**src/rtl/con_bus_scheduler.sv**
```systemverilog
// Time-shares the bidirectional con buses between the load (inbound) and
// drain (outbound) requesters: whole-burst grants, beat counting, bus turnaround.
module con_bus_scheduler #(
  parameter int LEN_WIDTH         = 8,
  parameter int TURNAROUND_CYCLES = 1
) (
  input  logic                 clk,
  input  logic                 rst_in,
  input  logic                 load_req,
  input  logic [LEN_WIDTH-1:0] load_len,
  output logic                 load_grant,
  output logic                 load_beat,
  output logic                 load_done,
  input  logic                 drain_req,
  input  logic [LEN_WIDTH-1:0] drain_len,
  output logic                 drain_grant,
  output logic                 drain_beat,
  output logic                 drain_done,
  output logic [LEN_WIDTH-1:0] beat_idx,
  input  logic                 con_valid,
  output logic                 con_ready,
  output logic                 output_valid,
  output logic                 driving_cons,
  output logic                 busy
);

  typedef enum logic [2:0] {IDLE, LOAD, TURN_DRV, DRAIN, TURN_RCV} state_t;

  localparam logic [LEN_WIDTH-1:0] ONE     = LEN_WIDTH'(1);
  localparam logic [2:0]           TA_LAST = 3'(TURNAROUND_CYCLES - 1);
  localparam bit                   HAS_TA  = (TURNAROUND_CYCLES != 0);

  state_t               state;
  logic [LEN_WIDTH-1:0] len_q;
  logic [LEN_WIDTH-1:0] idx_q;
  logic [2:0]           turn_cnt;
  logic                 prio_load;

  logic zero_len, last_beat;
  assign zero_len  = (len_q == '0);
  assign last_beat = (idx_q == len_q - ONE);

  always_ff @(posedge clk) begin
    if (rst_in) begin
      state     <= IDLE;
      len_q     <= '0;
      idx_q     <= '0;
      turn_cnt  <= '0;
      prio_load <= 1'b1;
    end else begin
      case (state)
        IDLE: begin
          idx_q    <= '0;
          turn_cnt <= '0;
          if (load_req && (prio_load || !drain_req)) begin
            state     <= LOAD;
            len_q     <= load_len;
            prio_load <= 1'b0;
          end else if (drain_req) begin
            len_q     <= drain_len;
            prio_load <= 1'b1;
            // a zero-length drain never turns the bus around
            state     <= (HAS_TA && drain_len != '0) ? TURN_DRV : DRAIN;
          end
        end
        LOAD: begin
          if (zero_len) begin
            state <= IDLE;
          end else if (con_valid) begin
            if (last_beat) begin
              state <= IDLE;
              idx_q <= '0;
            end else begin
              idx_q <= idx_q + ONE;
            end
          end
        end
        TURN_DRV: begin
          if (turn_cnt == TA_LAST) begin
            turn_cnt <= '0;
            state    <= DRAIN;
          end else begin
            turn_cnt <= turn_cnt + 3'd1;
          end
        end
        DRAIN: begin
          if (zero_len) begin
            state <= IDLE;
          end else if (last_beat) begin
            idx_q    <= '0;
            turn_cnt <= '0;
            state    <= HAS_TA ? TURN_RCV : IDLE;
          end else begin
            idx_q <= idx_q + ONE;
          end
        end
        TURN_RCV: begin
          if (turn_cnt == TA_LAST) begin
            turn_cnt <= '0;
            state    <= IDLE;
          end else begin
            turn_cnt <= turn_cnt + 3'd1;
          end
        end
        default: state <= IDLE;
      endcase
    end
  end

  // Outputs decode purely from registered state/counters (plus con_valid for beats).
  assign load_grant   = (state == LOAD);
  assign con_ready    = load_grant && !zero_len;
  assign load_beat    = con_ready && con_valid;
  assign load_done    = load_grant && (zero_len || (con_valid && last_beat));
  assign drain_grant  = (state == DRAIN);
  assign driving_cons = drain_grant && !zero_len;
  assign output_valid = driving_cons;
  assign drain_beat   = driving_cons;
  assign drain_done   = drain_grant && (zero_len || last_beat);
  assign beat_idx     = idx_q;
  assign busy         = (state != IDLE);

endmodule
```
**config.mk**
```make
export PLATFORM = sky130hd
export DESIGN_NAME = con_bus_scheduler
export DESIGN_NICKNAME = d
export VERILOG_FILES = /design/src/rtl/con_bus_scheduler.sv
export SDC_FILE = /design/constraint.sdc
export NUM_CORES = 1
export LEC_CHECK = 0
export CORE_UTILIZATION = 25
export DETAILED_ROUTE_END_ITERATION = 7
export GPL_ROUTABILITY_DRIVEN = 0
export PLACE_DENSITY = 0.45
export SLEW_MARGIN = 20
export SYNTH_ARGS = -nofsm -noshare
export SYNTH_HDL_FRONTEND = slang
export SYNTH_SLANG_ARGS = --single-unit
```
**constraint.sdc**
```tcl
create_clock -name clk -period 3.4 [get_ports clk]
set_input_delay 0.85 -clock clk [delete_from_list [all_inputs] [get_ports clk]]
set_output_delay 0.85 -clock clk [all_outputs]
set_load 0.05 [all_outputs]
```
* Word-level counts from Yosys, hierarchy flattened
Index checks and enable logic that the tools add are counted. W data, S select, Z words.
Operators by class: $add $sub $neg 3, equal/unequal tests 15, mux-type cells 23, reductions and logical operators 25
Operators by type and width (number):
- $mux W8 | 6
- $mux W3 | 11
- $pmux W8 S3 | 1
- $pmux W3 S5 | 1
- $ne A3 B1 Y1 const B | 3
- $pmux W3 S3 | 1
- $reduce_bool A3 Y1 | 3
- $add A8 B1 Y8 const B | 1
- $eq A8 B8 Y1 | 1
- $logic_not A8 Y1 | 1
- $ne A2 B2 Y1 const B | 4
- $reduce_bool A8 Y1 | 1
- $sub A8 B1 Y8 const B | 1
- $logic_and A1 B1 Y1 | 7
- $eq A3 B2 Y1 const B | 2
- $logic_not A3 Y1 | 2
- $reduce_and A6 Y1 | 1
- $ne A2 B1 Y1 const B | 2
- $reduce_and A4 Y1 | 1
- $add A3 B1 Y3 const B | 1
- $eq A3 B1 Y1 const B | 1
- $eq A3 B3 Y1 const B | 1
- $logic_or A1 B1 Y1 | 3
- $mux W1 | 3
- 6 further kinds | 7
Storage, ports and cells: register bits 23, bits of input ports 21, output and inout bits 18, word-level logic and storage cells 71

* Logic depth before layout (Yosys ltp)
depth after elaboration 6, mapped depth 8, mapped depth without buffers 8

* Least setup slack after synthesis
Ideal clock, no wire load.
path kind register to output, start point reg idx_q[6] (netlist: beat_idx[6]), end point out drain_done, arrival 2278 ps, data required time 2550 ps, path slack 272 ps, cell stages (with the launch flop) 6, path buffers 0, cell sequence dfxtp_1 -> xnor2_1 -> and3_1 -> nor4_4 -> o211ai_4 -> a21oi_1
On the way: cells in the longest elaborated chain, start to end 3
RTL lines:
- start, declared | line 35 | logic [LEN_WIDTH-1:0] idx_q;
- start signal, assigned | line 74 | idx_q <= idx_q + ONE;
- start signal, assigned | line 94 | idx_q <= idx_q + ONE;
- $eq A8 B8 Y1 | line 41 | assign last_beat = (idx_q == len_q - ONE);
- $logic_or A1 B1 Y1 | line 119 | assign drain_done = drain_grant && (zero_len || last_beat);
- $logic_and A1 B1 Y1 | line 119
- end, declared | line 18 | output logic drain_done,
No other way between the ends.

* Worst setup path after layout
start point reg len_q[0], end point out load_done
On the way: cells in the longest elaborated chain, start to end 5
RTL lines:
- start, declared | line 34 | logic [LEN_WIDTH-1:0] len_q;
- start signal, assigned | line 57 | len_q <= load_len;
- start signal, assigned | line 60 | len_q <= drain_len;
- $sub A8 B1 Y8 | line 41
- $eq A8 B8 Y1 | line 41
- $logic_and A1 B1 Y1 | line 114 | assign load_done = load_grant && (zero_len || (con_valid && last_beat));
- $logic_or A1 B1 Y1 (*) | line 114
- $logic_and A1 B1 Y1 (*) | line 114
- end, declared | line 13 | output logic load_done,
Mark *: on every way between the ends. The rest lies on a longest branch, timed or not.

==> metrics.txt <==
status=complete, no violations; fin. max-slew vios=0; master of the slowest instance on the critical path=dfxtp_1; number of antenna repair diodes=0; initial cell density of the core=approximately a quarter; type of element capturing the critical path=output pin; sum of buffers and inverters on the critical path=2; initial detailed-routing violation count=54; Routed Wire Length=3670 um; Crit. path cell count=9; number of global-route vias before repair=around 1.4k; Via Count=~1.4k; Max-Slew Margin vs Limit=60.9%; remaining antenna violation count=0; synthesized netlist cell count=~190; clock tree from TritonCTS=built; worst-path fanout max=6; drt via density=around 4.7; Total GRT Usage=about 12%; maximum number of pins on one net before global-route repair=17; flip-flop and latch count after synthesis=23; total congestion overflow=0; max-cap violation count=0; Netlist Area Pre-Place=between 1500 and 2000 um^2; final net count=255; Reg clk slew, reported paths=0.09 ns; CP top delay family=simple AND/OR/NAND/NOR gates; number of antenna violations at the first check in global routing=0; arrival time worst endpoint=roughly 2.4 ns; number of top-level pins=39; Rows=28; Synth-to-Final Area Change=33.4%; DIE AREA=roughly 6500 um^2; mean routed wirelength per cell=roughly 12 um; buffer levels on the longest clock path=2; final core utilization=about a third; number of buffers added for setup after CTS=0; H-tree Lvls=1; count of unique library cells instantiated by Yosys=45; filler cell count in the final layout=just over 600; portion of the post-synthesis area used by sequential elements=a little under a third; share of post-route cells with drive strength above 1=between 10% and 20%; total power per unit cell area=roughly 430 nW/um^2; Die X=80.3 um; Gates resized, CTS repair=0; detailed-placement wirelength estimate=about 3000 um; number of hold buffers added after CTS=0; static power due to leakage=about 0.80 nW; commonest cells after routing, fill and taps aside=35 x clkdlybuf4s50_1, 27 x nor2_1, 23 x dfxtp_1; DR DRC count=0; critical path's largest stage delay=about 0.43 ns; Clock Latency Late Sink=approximately 0.27 ns; TritonCTS buffer count=3; cells along the critical path=inv_1 -> ha_1 -> nor2b_1 -> and3_1 -> nor4_4 -> o211ai_4 -> o21ai_0 -> and2_1 -> buf_12; final-report hold violation count=0; Main synth FF type=dfxtp_1; type of the worst min-delay path=flip-flop to flip-flop; final sum of negative setup slack=0 ns; setup slack on the worst flop-to-flop path=approximately 0.95 ns; category of the most critical setup path=flip-flop to output pin; final critical-path share of the clock period=about 95%; clock tree root driver cell=clkbuf_8; number of port buffers=38; Worst Tran Pin Value=just under 0.6 ns; Hold Path Depth=1; Setup Viol. Count Final=0; maximum frequency from static timing analysis=roughly 310 MHz; WP data required=about 2.6 ns; average cell area after synthesis=between 7 and 8 um^2; clock period minus worst slack=3.21 ns; number of iterations in the first detailed-routing pass=4; Max VDD drop=approximately 0.17 mV; commonest non-fill, non-tap cell in the layout=clkdlybuf4s50_1; number of nets in the synthesized netlist=219; final worst clock skew=approximately 0.0033 ns; share of flip-flops with an asynchronous set or reset after synthesis=0%; Worst Setup Start Kind=flip-flop; Worst R2R Path Depth=8; Ys Warns=0; RSZ-0062 raised after global routing=no; die boundary height=between 80 and 90 um; sinks on the clock net=23; first-pass GRT wire length=roughly 6300 um; core region area=just under 6000 um^2; number of enable-type register cells in the synthesized netlist=0
==> final cells by class <==
type	count	area [um^2]	area share, %
Timing Repair Buffer	42	428	20.9
Sequential cell	23	460	22.5
Inverter	10	37.5	1.83
Multi-Input combinational cell	149	980	47.9
Clock inverter	1	5.00	0.245
Tap cell	75	93.8	4.59
Clock buffer	3	41.3	2.02
==> kinds of logic (layout without fill, tap and decap cells) <==
family          Yosys count  count (layout)  synth area share (%)
compound gates           37              37                  18.5
xor+xnor                 16              16                  9.14
fa+ha+maj                 5               5                  4.08
buf+inv                  21              56                  6.12
flops                    23              23                  30.0
mux                       2               2                  1.39
simple gates             89              89                  30.8
==> metal layers <==
metal  up-vias  track usage [%]  wire, um
met5         -                0         0
met4         0             3.21        34
met3         2             3.07       152
met2        36             20.4      1630
met1       633             16.3      1850
li1        750                -         -
==> per-stage QoR <==
stage          setup slack [ns]  hold WS [ns]  instances  instance area (um^2)  power [mW]
5_1_grt                  0.0272         0.562        303                  2050       0.932
3_5_place_dp              0.467         0.505        299                  2000       0.704
2_1_floorplan             0.272         0.481        193                  1530       0.597
4_1_cts                   0.154         0.531        303                  2050       0.885
3_3_place_gp              0.532         0.503        299                  2000       0.707
6_report                  0.186         0.526        303                  2050       0.870
==> worst paths after layout <==
| kind | to | startpoint |
|---|---|---|
| worst max register to register | turn_cnt[2] | len_q[0] |
| worst min-delay path | turn_cnt[1] | turn_cnt[1] |
| worst min register to register | turn_cnt[1] | turn_cnt[1] |
| worst max-delay path | load_done | len_q[0] |
==> report_power, final <==
part           internal (mW)  total [mW]  switching, mW
clock                 0.0820       0.176         0.0938
combinational          0.151       0.368          0.217
sequential             0.293       0.326         0.0330
==> state kept, by name, summed over array words and instances, names as in the netlist <==
name,flops
beat_idx,8
len_q,8
prio_load,1
state,3
turn_cnt,3
==> synth_stat cells (2+ instances only) <==
| master | n | area, um^2 |
|---|---|---|
| a311oi_1 | 8 | 70.1 |
| nor2b_1 | 3 | 18.8 |
| xor2_1 | 11 | 96.3 |
| ha_1 | 5 | 62.6 |
| a31oi_1 | 2 | 12.5 |
| buf_4 | 2 | 15.0 |
| clkbuf_1 | 8 | 30.0 |
| nor3_1 | 5 | 25.0 |
| nand4_1 | 4 | 25.0 |
| dfxtp_1 | 23 | 460 |
| and3_1 | 5 | 31.3 |
| nand3_1 | 11 | 55.1 |
| a21oi_1 | 10 | 50.1 |
| nand2_1 | 16 | 60.1 |
| nor2_1 | 27 | 101 |
| nand2b_1 | 5 | 31.3 |
| nor4_1 | 3 | 18.8 |
| inv_1 | 10 | 37.5 |
| o21ai_0 | 4 | 20.0 |
| xnor2_1 | 5 | 43.8 |
| and2_1 | 2 | 12.5 |
Note: power is estimated with default switching activity, not from simulation.
